`src/rtl/joy_socd_cond.sv`:
```
`default_nettype none
// +------------------------------------------------------------------+
// | Module : joy_socd_cond                                           |
// | Desc   : Joystick direction conditioner. Per-bit 2-flop sync,    |
// |          optional debounce, SOCD resolution on each opposing     |
// |          pair, optional 4-way diagonal suppression, registered   |
// |          output.                                                 |
// | Rev    : 1.0                                                     |
// +------------------------------------------------------------------+
module joy_socd_cond #(
    parameter int PLAYERS    = 2,
    parameter int DEB_CYCLES = 0
) (
    input  logic                 clk,
    input  logic                 I_RESETn,
    input  logic [4*PLAYERS-1:0] indir,
    input  logic [1:0]           socd_mode,
    input  logic [PLAYERS-1:0]   four_way,
    output logic [4*PLAYERS-1:0] outdir
);

    localparam int   C_NBITS  = 4 * PLAYERS;
    localparam logic C_AXIS_H = 1'b0;
    localparam logic C_AXIS_V = 1'b1;

    logic [C_NBITS-1:0] sync1_q, sync1_d;
    logic [C_NBITS-1:0] sync2_q, sync2_d;
    logic [C_NBITS-1:0] deb;
    logic [C_NBITS-1:0] deb_prev_q, deb_prev_d;
    logic [C_NBITS-1:0] press;

    // Resolve one opposing pair {a,b} where a is L (or U) and wins all ties.
    // hist: 10 = a pressed last, 01 = b pressed last, 11 = both together, 00 = none.
    function automatic logic [1:0] resolve_pair(input logic [1:0] held,
                                                input logic [1:0] hist,
                                                input logic [1:0] mode);
        logic [1:0] res;
        res = held;
        if (held == 2'b11) begin
            if (mode[0])            res = 2'b00;
            else if (hist == 2'b11) res = 2'b10;
            else if (hist == 2'b10) res = mode[1] ? 2'b01 : 2'b10;
            else if (hist == 2'b01) res = mode[1] ? 2'b10 : 2'b01;
            else                    res = 2'b00;
        end
        return res;
    endfunction

    // Next state of the synchroniser chain and of the previous debounced value
    always_comb begin
        sync1_d    = indir;
        sync2_d    = sync1_q;
        deb_prev_d = deb;
    end

    // Synchroniser and press-edge reference registers
    always_ff @(posedge clk or negedge I_RESETn) begin
        if (!I_RESETn) begin
            sync1_q    <= '0;
            sync2_q    <= '0;
            deb_prev_q <= '0;
        end else begin
            sync1_q    <= sync1_d;
            sync2_q    <= sync2_d;
            deb_prev_q <= deb_prev_d;
        end
    end

    generate
        if (DEB_CYCLES == 0) begin : g_deb_bypass
            assign deb = sync2_q;
        end else begin : g_deb_count
            localparam logic [7:0] C_DEB_LAST = 8'(DEB_CYCLES - 1);

            logic [C_NBITS-1:0]      deb_q, deb_d;
            logic [C_NBITS-1:0][7:0] cnt_q, cnt_d;

            // Each bit only follows the sync value after DEB_CYCLES consecutive disagreeing edges
            always_comb begin
                deb_d = deb_q;
                cnt_d = '0;
                for (int i = 0; i < C_NBITS; i++) begin
                    if (sync2_q[i] != deb_q[i]) begin
                        if (cnt_q[i] == C_DEB_LAST) deb_d[i] = sync2_q[i];
                        else                        cnt_d[i] = cnt_q[i] + 8'd1;
                    end
                end
            end

            // Debounced value and stability counters
            always_ff @(posedge clk or negedge I_RESETn) begin
                if (!I_RESETn) begin
                    deb_q <= '0;
                    cnt_q <= '0;
                end else begin
                    deb_q <= deb_d;
                    cnt_q <= cnt_d;
                end
            end

            assign deb = deb_q;
        end
    endgenerate

    assign press = deb & ~deb_prev_q;

    generate
        for (genvar p = 0; p < PLAYERS; p++) begin : g_player
            logic [3:0] held, pr, res;
            logic [3:0] out_q, out_d;
            logic [1:0] last_h_q, last_h_d;
            logic [1:0] last_v_q, last_v_d;
            logic       axis_q, axis_d;

            assign held = deb[4*p +: 4];
            assign pr   = press[4*p +: 4];

            // History and axis follow presses in the same cycle they occur, then resolve
            always_comb begin
                last_h_d = last_h_q;
                last_v_d = last_v_q;
                axis_d   = axis_q;
                if (pr[1] | pr[0]) last_h_d = pr[1:0];
                if (pr[3] | pr[2]) last_v_d = pr[3:2];
                if (pr[1] | pr[0])      axis_d = C_AXIS_H;
                else if (pr[3] | pr[2]) axis_d = C_AXIS_V;
                res   = {resolve_pair(held[3:2], last_v_d, socd_mode),
                         resolve_pair(held[1:0], last_h_d, socd_mode)};
                out_d = res;
                if (four_way[p] && (|res[1:0]) && (|res[3:2]))
                    out_d = (axis_d == C_AXIS_V) ? {res[3:2], 2'b00} : {2'b00, res[1:0]};
            end

            // Per-player history, axis and output registers
            always_ff @(posedge clk or negedge I_RESETn) begin
                if (!I_RESETn) begin
                    last_h_q <= 2'b00;
                    last_v_q <= 2'b00;
                    axis_q   <= C_AXIS_H;
                    out_q    <= 4'b0000;
                end else begin
                    last_h_q <= last_h_d;
                    last_v_q <= last_v_d;
                    axis_q   <= axis_d;
                    out_q    <= out_d;
                end
            end

            assign outdir[4*p +: 4] = out_q;
        end
    endgenerate

endmodule
`default_nettype wire

```
`config.mk`:
```
export PLATFORM = sky130hd
export DESIGN_NAME = joy_socd_cond
export DESIGN_NICKNAME = d
export VERILOG_FILES = /design/src/rtl/joy_socd_cond.sv
export SDC_FILE = /design/constraint.sdc
export NUM_CORES = 1
export LEC_CHECK = 0
export BUFFER_PORTS_ARGS = -buffer_cell sky130_fd_sc_hd__buf_2
export CAP_MARGIN = 20
export CORE_AREA = 2 2 48 68
export CTS_BUF_LIST = sky130_fd_sc_hd__clkbuf_4
export CTS_CLUSTER_DIAMETER = 50
export DETAILED_ROUTE_END_ITERATION = 10
export DIE_AREA = 0 0 50 70
export MAX_ROUTING_LAYER = met4
export PLACE_DENSITY = 0.93
export SYNTH_ARGS = -nofsm -noshare
export SYNTH_HDL_FRONTEND = slang
export SYNTH_SLANG_ARGS = --single-unit
```
`constraint.sdc`:
```
create_clock -name clk -period 3.4 [get_ports clk]
set_input_delay 0.34 -clock clk [delete_from_list [all_inputs] [get_ports clk]]
set_output_delay 0.34 -clock clk [all_outputs]
set_load 0.005 [all_outputs]
```
After elaboration in Yosys (flattened, before gate mapping) --
Index checks and enable logic that the tools add are counted.
Operators by class: add/subtract/negate cells 0, $mul 0, div/mod/pow operators 0, order comparisons 0, eq/ne operators 16, shift operators 0, mux-type cells 34, bitwise logic cells 6, reductions and logical operators 8
Operator list (number):
- 2-to-1 mux 2 bit | 26
- equality test 2 bit (second input constant) | 12
- 2-to-1 mux 4 bit | 4
- bitwise AND 8 bit | 1
- equality test 2 x 1 -> 1 bit (second input constant) | 4
- NOT 8 bit | 1
- OR reduction 2 bit | 4
- logical AND 1 bit | 4
- 2-to-1 mux 1 bit | 4
- OR 1 bit | 4
Storage, ports and cells: register bits after elaboration 42, latch bits 0, RAM bits 0, memory bits (read-only) 0, input port bits 14, output and inout bits 8, word-level logic and storage cells 75, memories 0

Longest topological paths before layout --
Gate-level depths: netlist of run 1.
depth after elaboration 14, depth in mapped cells 5, mapped depth without buffers 4

Worst setup path before layout of run 1 --
OpenSTA, ideal clock, no wires.
path type reg-to-reg, start point register sync2_q[7] (netlist: deb[7]), end point register g_player[1].out_q[3], arrival 1207 ps, setup slack 2073 ps, stages on the path, launching flop included 5, period minus slack after synthesis 1327 ps, cells stage by stage dfrtp_1 > nor2b_1 > o311a_4 > nand3b_4 > and3_1
Between the ends: elaborated cells on any way between the ends 18, classes of those cells eq/ne (4); mux (10); bitwise (2); reduce/logical (2)
RTL lines:
- start, declared | line 27 | logic [C_NBITS-1:0] sync2_q, sync2_d;
- start signal, assigned | line 64 | sync2_q <= sync2_d;
- bitwise AND 8 bit | line 105 | assign press = deb & ~deb_prev_q;
- OR 1 bit | line 126 | else if (pr[3] | pr[2]) axis_d = C_AXIS_V;
- 2-to-1 mux 1 bit | line 126
- 2-to-1 mux 1 bit | line 125 | if (pr[1] | pr[0]) axis_d = C_AXIS_H;
- net g_player[1].axis_d | line 113 | logic axis_q, axis_d;
- 2-to-1 mux 4 bit | line 131 | out_d = (axis_d == C_AXIS_V) ? {res[3:2], 2'b00} : {2'b00, res[1:0]};
- 2-to-1 mux 4 bit | line 130 | if (four_way[p] && (|res[1:0]) && (|res[3:2]))
- net g_player[1].out_d[3] | line 110 | logic [3:0] out_q, out_d;
- end signal, assigned | line 145 | out_q <= out_d;
- end, declared | line 110
The timed path passes the listed nets, and every way through them passes these cells.

Worst setup path in the final report of run 1 --
start point register sync2_q[2] (netlist: deb[2]), end point register g_player[0].out_q[1]
Between the ends: word-level cells in the longest chain between the ends 12, elaborated cells on any way between the ends 18, classes of those cells eq/ne (4); mux (10); bitwise (2); reduce/logical (2)
RTL lines:
- bitwise AND 8 bit | line 105
- OR 1 bit | line 124, 126
- 2-to-1 mux 2 bit | line 124 | if (pr[3] | pr[2]) last_v_d = pr[3:2];
- equality test 2 x 1 -> 1 bit | line 43 | else if (hist == 2'b01) res = mode[1] ? 2'b10 : 2'b01;
- 2-to-1 mux 2 bit | line 43
- 2-to-1 mux 2 bit | line 42 | else if (hist == 2'b10) res = mode[1] ? 2'b01 : 2'b10;
- 2-to-1 mux 2 bit | line 41 | else if (hist == 2'b11) res = 2'b10;
- 2-to-1 mux 2 bit | line 40 | if (mode[0]) res = 2'b00;
- 2-to-1 mux 2 bit | line 39 | if (held == 2'b11) begin
- OR reduction 2 bit | line 130
- logical AND 1 bit | line 130
- 2-to-1 mux 4 bit * | line 130
- net g_player[0].out_d[1] | line 110
- end signal, assigned | line 145
- end, declared | line 110
Mark *: on every way through the listed nets, which the timed path passes. The rest lies on a longest branch.

==> results.json, run 1 <==
{
  "synth.avg_cell_area_um2": 12.5,
  "path_clk_slew_ns": 0.12,
  "antenna_found_initial": 0,
  "relSlewSlack_pct": 39.9,
  "fin_cells": 205,
  "syn2layout_area_growth_pct": 13.4,
  "slew_violations": 0,
  "rsz0062_at_grt": "no",
  "critPathLaunchType": "flop",
  "insertion_delay_ns": 0.35,
  "cp.required_ns": 3.62,
  "root_buffer": "clkbuf_4",
  "synth-seq-area-share_pct": 60.7,
  "final_util_pct": 66.0,
  "rows": 24,
  "grt_pass1_wl_um": 5460,
  "postCtsSetupBuffers": 0,
  "endpoint_kind": "flop",
  "hold_path.class": "input pin to flop",
  "timing.final.ws_setup_ns": 1.88,
  "final-hold-violation-count": 0,
  "grt_max_degree": 43,
  "ios": 22,
  "tritoncts": "done",
  "final.setup_skew_ns": 0.00440,
  "setup_tns_ns": 0,
  "portBuffers": 21,
  "maxCapViolCount": 0,
  "peakVddDrop_v": 0.000381,
  "die_area_mm2": 0.00350,
  "vias": 1182,
  "async_reset_ff_share_pct": 100,
  "final_cell_mix": "42 x dfrtp_1, 21 x buf_2, 13 x nand2_1, 11 x inv_1",
  "crit_arrival_ns": 1.74,
  "routed_wl_um": 3130,
  "clock_path_buffers": 2,
  "dr.pass1.iters": 5,
  "grt.overflow.total": 0,
  "nNetsFinal": 179,
  "placedCellCount": 197,
  "final_common_cell": "dfrtp_1",
  "track_usage_pct": 21.7,
  "coreArea_mm2": 0.00297,
  "via_per_inst": 5.77,
  "grt_pass1_vias": 1189,
  "period_needed_ns": 1.52,
  "die_w_um": 50,
  "hold_depth": 1,
  "finalCritPeriodShare_pct": 44.7,
  "syn-num-nets": 152,
  "drc": 0,
  "fillers": 228,
  "die_h_um": 70,
  "ff2ff_path_depth": 4,
  "crit_type": "flop to flop",
  "tightest_slew_ns": 0.902,
  "hold_buffers": 0,
  "fmax_ghz": 0.659,
  "drtIter0Drc": 50,
  "yosysTopAreaCell": "dfrtp_1",
  "initial_core_util_pct": 58.2,
  "powerDensity_mw_per_mm2": 507,
  "n_antenna_cell": 0,
  "ant_nets": 0,
  "netlist_area_mm2": 0.00173,
  "status": "complete, no violations",
  "synth_top_area_share_pct": 60.7,
  "gp_congestion": 0.878,
  "cts_resized": 0,
  "ys.flop_type": "dfrtp_1",
  "layout-drive-gt1-share_pct": 26.5,
  "h-tree-depth": 2,
  "wl_per_cell_um": 15.3,
  "ys_types": 41,
  "leakagePower_nw": 0.947,
  "cts_num_sinks": 42,
  "syn_inst": 138,
  "yosysWarnings": 0,
  "ys_seq_elements": 42,
  "setup_viol": 0,
  "cp_max_fo": 6,
  "detailed_place_hpwl_um": 2250,
  "r2r_setup_slack_ns": 1.88,
  "cts_made_buffers": 5,
  "place_ws_ns": 1.91,
  "synthTopCellsByArea": "dfrtp_1 61%, nand2b_1 2.9%, nand2_1 2.8%, inv_1 2.4%, o211a_1 2.3%",
  "synth-edff-count": 0
}
stage by stage:
| stage | hold WS, ns | cell area (um^2) | total power [mW] |
|---|---|---|---|
| after detailed placement | 0.335 | 1880 | 0.687 |
| after CTS | 0.0676 | 1960 | 1.01 |
| final | 0.0909 | 1960 | 0.996 |
| after floorplan | 0.0444 | 1730 | 0.640 |
| after global routing | 0.0499 | 1960 | 1.05 |
| after global placement | 0.332 | 1880 | 0.677 |
metal layers:
metal,track usage [%],wire (um)
met3,7.26,143
met4,13.0,118
met5,-,0
met1,25.7,1220
met2,31.9,1650
critical path, stage by stage (launching register included):
cell and delay (ns):
dfrtp_1 0.47, nor2b_2 0.33, o311ai_4 0.16, nor3_2 0.33
a211oi_2 0.11
state kept, by name, indices dropped and copies added, names as in the netlist:
| register | flops |
|---|---|
| g_player.axis_q | 2 |
| deb | 8 |
| g_player.out_q | 8 |
| deb_prev_q | 8 |
| g_player.last_h_q | 4 |
| g_player.last_v_q | 4 |
| sync1_q | 8 |
worst paths after layout:
path                                 start              endpoint
worst min-delay path              indir[5]            sync1_q[5]
worst max-delay path                deb[2]  g_player[0].out_q[1]
worst max register to register      deb[2]  g_player[0].out_q[1]
worst min register to register  sync1_q[6]                deb[6]
min in group asynchronous         I_RESETn  g_player[1].out_q[3]
max in group asynchronous         I_RESETn                deb[7]
synth_stat cells, drive strengths merged, types with 2 or more instances:
| cell type | n |
|---|---|
| dfrtp | 42 |
| nand2 | 13 |
| inv | 11 |
| nand2b | 8 |
| o21ai | 8 |
| nor2b | 6 |
| a211oi | 5 |
| nor2 | 5 |
| o211a | 4 |
| nand3 | 3 |
| a21o | 2 |
| a21oi | 2 |
| a221oi | 2 |
| a31o | 2 |
| a31oi | 2 |
| a32oi | 2 |
| and3 | 2 |
| nor4bb | 2 |
final cells by class:
cell class,count,area (um^2),area share [%]
Tap cell,39,48.8,2.49
Inverter,11,41.3,2.10
Clock inverter,2,37.5,1.91
Timing Repair Buffer,21,105,5.35
Multi-Input combinational cell,84,634,32.3
Clock buffer,6,45.0,2.29
Sequential cell,42,1050,53.5
power by group:
| group | switching [mW] | leakage [nW] | internal [mW] |
|---|---|---|---|
| clock network | 0.155 | 0.0419 | 0.163 |
| logic | 0.0598 | 0.408 | 0.0515 |
| registers | 0.0315 | 0.497 | 0.535 |
| total | 0.246 | 0.947 | 0.749 |
logic make-up after synthesis:
| kind of cell | after synthesis | synth area share [%] |
|---|---|---|
| buf+inv | 12 | 2.67 |
| compound gates | 40 | 20.7 |
| simple gates | 44 | 16.0 |
| flops | 42 | 60.7 |
Note: power is estimated with default switching activity, not from simulation.
==> run 2, diff against run 1 <==
- ABC_AREA: default -> 1
- CORE_AREA: 2 2 48 68 -> 2 2 51 72
- DIE_AREA: 0 0 50 70 -> 0 0 53 74
- PLACE_DENSITY: 0.93 -> 0.85
- clock period: 3.4 -> 1.35 ns (I/O delays scaled with it)
==> run 2 against run 1 <==
Net effect:
- the run now ends with setup timing left
- clock skew up 0.0070 ns
- final cell count up 31%
- largest cell class unchanged
- synthesized cell count up 25%
- global-route usage down 4.1 points
- sequential share of layout area down 5.9 points
==> results.json, run 2 <==
{
  "status": "finished, violations left",
  "violations": "setup timing",
  "via_per_inst": 4.88,
  "detailed_place_hpwl_um": 2000,
  "path_clk_slew_ns": 0.11,
  "die_h_um": 74,
  "dr.pass1.iters": 4,
  "die_w_um": 53,
  "h-tree-depth": 2,
  "fin_cells": 269,
  "placedCellCount": 244,
  "tightest_slew_ns": 0.484,
  "nNetsFinal": 243,
  "yosysTopAreaCell": "dfrtp_1",
  "grt_max_degree": 24,
  "syn2layout_area_growth_pct": 33.6,
  "n_antenna_cell": 0,
  "cp_max_fo": 5,
  "cts_num_sinks": 42,
  "hold_path.class": "input pin to flop",
  "slew_violations": 0,
  "async_reset_ff_share_pct": 100,
  "path_depth": 12,
  "portBuffers": 21,
  "relSlewSlack_pct": 67.8,
  "grt_pass1_wl_um": 4790,
  "insertion_delay_ns": 0.34,
  "maxCapViolCount": 0,
  "synth_top_area_share_pct": 63.7,
  "finalCritPeriodShare_pct": 104,
  "leakagePower_nw": 1.23,
  "root_buffer": "clkbuf_4",
  "gp_congestion": 0.868,
  "hold_depth": 2,
  "timing.final.ws_setup_ns": -0.0474,
  "p_total_mw": 2.36,
  "initial_core_util_pct": 50.2,
  "final.setup_skew_ns": 0.0114,
  "peakVddDrop_v": 0.000748,
  "place_ws_ns": -0.0253,
  "endpoint_kind": "flop",
  "powerDensity_mw_per_mm2": 1070,
  "coreArea_mm2": 0.00328,
  "final_cell_mix": "42 x dfrtp_1, 33 x nand2_1, 28 x inv_1, 21 x nand2_2, 21 x buf_2",
  "wl_per_cell_um": 11.4,
  "ios": 22,
  "syn-num-nets": 186,
  "ys_seq_elements": 42,
  "path_buf_inv": 1,
  "grt_pass1_vias": 1176,
  "synth-seq-area-share_pct": 63.7,
  "setup_tns_ns": -0.130,
  "period_needed_ns": 1.40,
  "final-hold-violation-count": 0,
  "synth-edff-count": 0,
  "antenna_found_initial": 0,
  "rows": 25,
  "drc": 0,
  "fmax_ghz": 0.716,
  "ys.flop_type": "dfrtp_1",
  "crit_arrival_ns": 1.64,
  "die_area_mm2": 0.00392,
  "drtIter0Drc": 30,
  "ys_types": 17,
  "routed_wl_um": 3070,
  "worstPathCellList": "inv_2, nand2_4, nand2_2, nand3_2, nand2_2, nand3_2, nand2_2, nand2_4, nand2_4, nand3_4, nand2_1, nand2_1",
  "ys_top_cells_by_count": "50 x nand2_1, 42 x dfrtp_1, 31 x inv_1, 14 x nand3_1, 8 x nand2_2",
  "cp_slowest_stage_delay_ns": 0.41,
  "path_delay_family": "simple AND/OR/NAND/NOR gates",
  "grt.overflow.total": 0,
  "ff2ff_path_depth": 12,
  "cts_made_buffers": 5,
  "synth.avg_cell_area_um2": 9.59,
  "tritoncts": "done",
  "final_common_cell": "dfrtp_1",
  "netlist_area_mm2": 0.00165,
  "synthTopCellsByArea": "dfrtp_1 64%, nand2_1 11%, inv_1 7.1%, nand3_1 4.2%, nand2_2 3.0%",
  "critPathSlowestCell": "dfrtp_1",
  "layout-drive-gt1-share_pct": 41.0,
  "critPathLaunchType": "flop",
  "vias": 1313,
  "clock_path_buffers": 2,
  "setup_viol": 4,
  "cp.required_ns": 1.59,
  "track_usage_pct": 17.6,
  "yosysWarnings": 0,
  "yosysMostFrequentCell": "nand2_1",
  "crit_type": "flop to flop",
  "rsz0062_at_grt": "yes",
  "ant_nets": 0,
  "syn_inst": 172
}
-- run 2: changes by cell type after synthesis, sizes merged, moves of 3 or more --
cell	change
o211a	-4
nor2	+3
nand4	+7
a211oi	-5
nor2b	-6
nand3	+14
nand2b	-8
inv	+20
o21ai	-5
nand2	+46
-- run 2: final timing paths --
path | start | end | slack [ns]
min in group asynchronous | I_RESETn | g_player[0].out_q[0] | 0.27
hold reg to reg | sync1_q[1] | deb[1] | 0.36
hold / removal | four_way[1] | g_player[1].out_q[0] | 0.05
setup reg to reg | deb_prev_q[6] | g_player[1].out_q[3] | -0.05
max in group asynchronous | I_RESETn | g_player[1].last_v_q[0] | 0.53
setup / recovery | deb_prev_q[6] | g_player[1].out_q[3] | -0.05
-- run 2: repair_timing --
action | CTS | global route
setup endpoints to repair | 5 | 8
pin swaps | 4 | 22
buffers inserted | 3 | 6
endpoints found under the hold margin | 29 | 0
resized for setup | 8 | 28
gates cloned | 0 | 0
hold buffers | 9 | 0
-- run 2: through the flow --
stage          instance area, um^2  util, %  hold slack, ns
2_1_floorplan                 1650        -          -0.161
3_3_place_gp                  1890     57.5           0.117
3_5_place_dp                  1890     57.5           0.127
4_1_cts                       2080     63.2          0.0359
5_1_grt                       2200     67.1          0.0623
6_report                      2200     67.1          0.0529
-- run 2: area by class of cell --
| cell class | count | area, um^2 |
|---|---|---|
| fillers | 251 | 1080 |
| flip-flops and latches | 42 | 1050 |
| multi-input cells | 99 | 594 |
| repair buffers | 50 | 345 |
| inverters | 31 | 116 |
| well taps | 40 | 50.0 |
| clock buffers | 5 | 37.5 |
| clock inverters | 2 | 10.0 |
-- run 2: cells by family (layout without fill, tap and decap cells) --
| family | count (synthesis) | in the layout | share of synthesized area (%) |
|---|---|---|---|
| simple gates | 92 | 92 | 26.6 |
| flops | 42 | 42 | 63.7 |
| buf+inv | 31 | 88 | 7.05 |
| compound gates | 7 | 7 | 2.65 |
-- run 2: routing by layer --
| layer | share of wire [%] | global-route usage (%) | vias to the layer above |
|---|---|---|---|
| li1 | - | - | 645 |
| met2 | 55 | 28.7 | 32 |
| met3 | 3.8 | 4.22 | 8 |
| met5 | 0 | - | - |
| met1 | 39 | 18.9 | 628 |
| met4 | 2.0 | 11.4 | 0 |
-- run 2: power breakdown --
group | switching (mW) | internal [mW] | total [mW]
Combinational | 0.235 | 0.181 | 0.416
Sequential | 0.0452 | 1.35 | 1.39
Clock | 0.358 | 0.187 | 0.546
==> run 3, diff against run 2 <==
- ABC_AREA: 1 -> default
- CORE_AREA: 2 2 51 72 -> 2 2 52 73
- DIE_AREA: 0 0 53 74 -> 0 0 54 75
==> run 3 against run 2 <==
Net effect:
- the run still ends with setup timing left
- via count increased by 3.4%
- final area rose by 7.2%
- setup slack gained 0.029 ns
- critical path depth decreased by 8
- register-to-register slack better by 0.03 ns
- count of clock-buffer cells in the layout increased by 1
==> results.json, run 3 (synthesis results as in run 1) <==
{
  "status": "finished, violations left",
  "violations": "setup timing",
  "grt.overflow.total": 0,
  "drtIter0Drc": 32,
  "peakVddDrop_v": 0.000839,
  "final_area_mm2": 0.00236,
  "r2r_setup_slack_ns": -0.02,
  "relSlewSlack_pct": 67.9,
  "placed_cell_area_mm2": 0.00200,
  "n_antenna_cell": 0,
  "dr.pass1.iters": 4,
  "cp_slowest_stage_delay_ns": 0.46,
  "r2r-end": "g_player[1].out_q[3]",
  "cts_made_buffers": 5,
  "wl_per_cell_um": 17.2,
  "endpoint_kind": "flop",
  "layout-drive-gt1-share_pct": 44.6,
  "detailed_place_hpwl_um": 2650,
  "initial_core_util_pct": 51.3,
  "final-hold-violation-count": 0,
  "crit_type": "flop to flop",
  "switching_share_pct": 25.7,
  "slew_violations": 0,
  "fmax_ghz": 0.731,
  "maxCapViolCount": 0,
  "nNetsFinal": 208,
  "seq_power_share_pct": 53.4,
  "p_int_mw": 1.99,
  "cts_num_sinks": 42,
  "die_h_um": 75,
  "path_clk_slew_ns": 0.12,
  "tightest_slew_ns": 0.481,
  "critPathSlowestCell": "dfrtp_2",
  "rsz0062_at_grt": "yes",
  "gp_congestion": 0.833,
  "grt_max_degree": 24,
  "hold_path.class": "input pin to flop",
  "setup_tns_ns": -0.0185,
  "ant_nets": 0,
  "routed_wl_um": 4040,
  "die_w_um": 54,
  "p_comb_share_pct": 16.4,
  "syn2layout_area_growth_pct": 36.5,
  "insertion_delay_ns": 0.35,
  "crit_arrival_ns": 1.63,
  "hold-path-endpoint": "g_player[1].out_q[1]",
  "p_sw_mw": 0.687,
  "timing.final.ws_setup_ns": -0.0185,
  "grt_pass1_vias": 1399,
  "final_common_cell": "dfrtp_1",
  "coreArea_mm2": 0.00338,
  "final.setup_skew_ns": 0.00616,
  "root_buffer": "clkbuf_4",
  "ff2ff_path_depth": 4,
  "pwr-share-clk_pct": 30.1,
  "cp_max_fo": 6,
  "fillers": 231,
  "final_cell_mix": "34 x dfrtp_1, 21 x buf_2, 19 x buf_4, 13 x nand2_1, 11 x inv_1",
  "via_per_inst": 5.78,
  "drc": 0,
  "h-tree-depth": 2,
  "clock_path_buffers": 2,
  "period_needed_ns": 1.37,
  "vias": 1358,
  "powerDensity_mw_per_mm2": 1130,
  "grt_pass1_wl_um": 6350,
  "die_area_mm2": 0.00405,
  "rows": 25,
  "r2r_start": "deb[7]",
  "critPathLaunchType": "flop",
  "cp.required_ns": 1.61,
  "hold_depth": 3,
  "portBuffers": 21,
  "track_usage_pct": 22.8,
  "finalCritPeriodShare_pct": 101,
  "leakagePower_nw": 1.13,
  "worstPathCellList": "nor2b_4, o311a_4, nand3b_4, and3_4",
  "hold_path.startpoint": "socd_mode[1]",
  "tritoncts": "done",
  "ios": 22,
  "setup_viol": 1,
  "antenna_found_initial": 0
}
==> run 3: changes by cell type in the layout (fill, tap and decap cells not counted), sizes merged, moves of 5 or more <==
| cell | before | now |
|---|---|---|
| a211oi | 0 | 5 |
| nor2b | 0 | 6 |
| nand2b | 0 | 8 |
| inv | 31 | 11 |
| nand2 | 59 | 13 |
| nand4 | 7 | 0 |
| o21ai | 3 | 8 |
| nand3 | 17 | 3 |
==> run 3: metal layers <==
| metal | share of wire (%) | vias up | GRT usage, % |
|---|---|---|---|
| li1 | - | 615 | - |
| met1 | 36 | 668 | 25.2 |
| met2 | 55 | 55 | 35.5 |
| met3 | 4.6 | 20 | 6.55 |
| met4 | 4.4 | 0 | 14.4 |
| met5 | 0 | - | - |
==> run 3: power by group through the flow <==
stage / sequential (mW) / clock [mW] / combinational [mW]
floorplan: 1.43 / 0 / 0.181
global placement: 1.43 / 0 / 0.321
detailed placement: 1.44 / 0 / 0.337
CTS: 1.42 / 0.821 / 0.384
global route: 1.44 / 0.875 / 0.476
finish: 1.43 / 0.806 / 0.440
==> run 3: what timing repair did <==
item / CTS / global route
gates resized for setup: 11 / 20
setup endpoints to repair: 6 / 8
pin swaps: 4 / 10
hold buffers: 9 / 0
setup buffers: 2 / 4
hold endpoints to repair: 27 / 0
==> run 3: worst max-delay path by stage <==
stage          depth (start not counted)                    to               startpoint  slack [ns]
2_1_floorplan                          4  g_player[1].out_q[3]                   deb[7]        0.02
3_3_place_gp                           4  g_player[1].out_q[1]                   deb[6]       0.005
3_5_place_dp                           4  g_player[1].out_q[1]                   deb[6]       -0.07
4_1_cts                                4  g_player[1].out_q[3]                   deb[6]       -0.03
5_1_grt                                4  g_player[1].out_q[1]  g_player[1].last_h_q[0]       -0.07
6_report                               4  g_player[1].out_q[3]                   deb[7]       -0.02
==> run 3: layout make-up <==
type / instances / area, um^2 / area share (%)
Timing Repair Buffer: 50 / 358 / 15.1
Tap cell: 40 / 50.0 / 2.12
Multi-Input combinational cell: 84 / 771 / 32.6
Sequential cell: 42 / 1060 / 44.9
Inverter: 11 / 41.3 / 1.75
Clock buffer: 6 / 45.0 / 1.91
Clock inverter: 2 / 37.5 / 1.59
==> run 3: worst max-delay path, delay by kind of cell, from the launching register on <==
kind,cells,cell delay (ns)
DFF,1,0.46
and+or+nand+nor,3,0.45
AOI/OAI and AO/OA,1,0.36
==> run 3: through the flow <==
stage	cells	util, %	hold slack (ns)	power (mW)	setup slack, ns
floorplan	138	-	-0.161	1.61	0.0229
global placement	212	59.2	0.107	1.75	0.00472
detailed placement	212	59.2	0.113	1.78	-0.0706
CTS	231	66.3	0.198	2.62	-0.0325
global route	235	70.0	0.227	2.79	-0.0724
finish	235	70.0	0.216	2.67	-0.0185
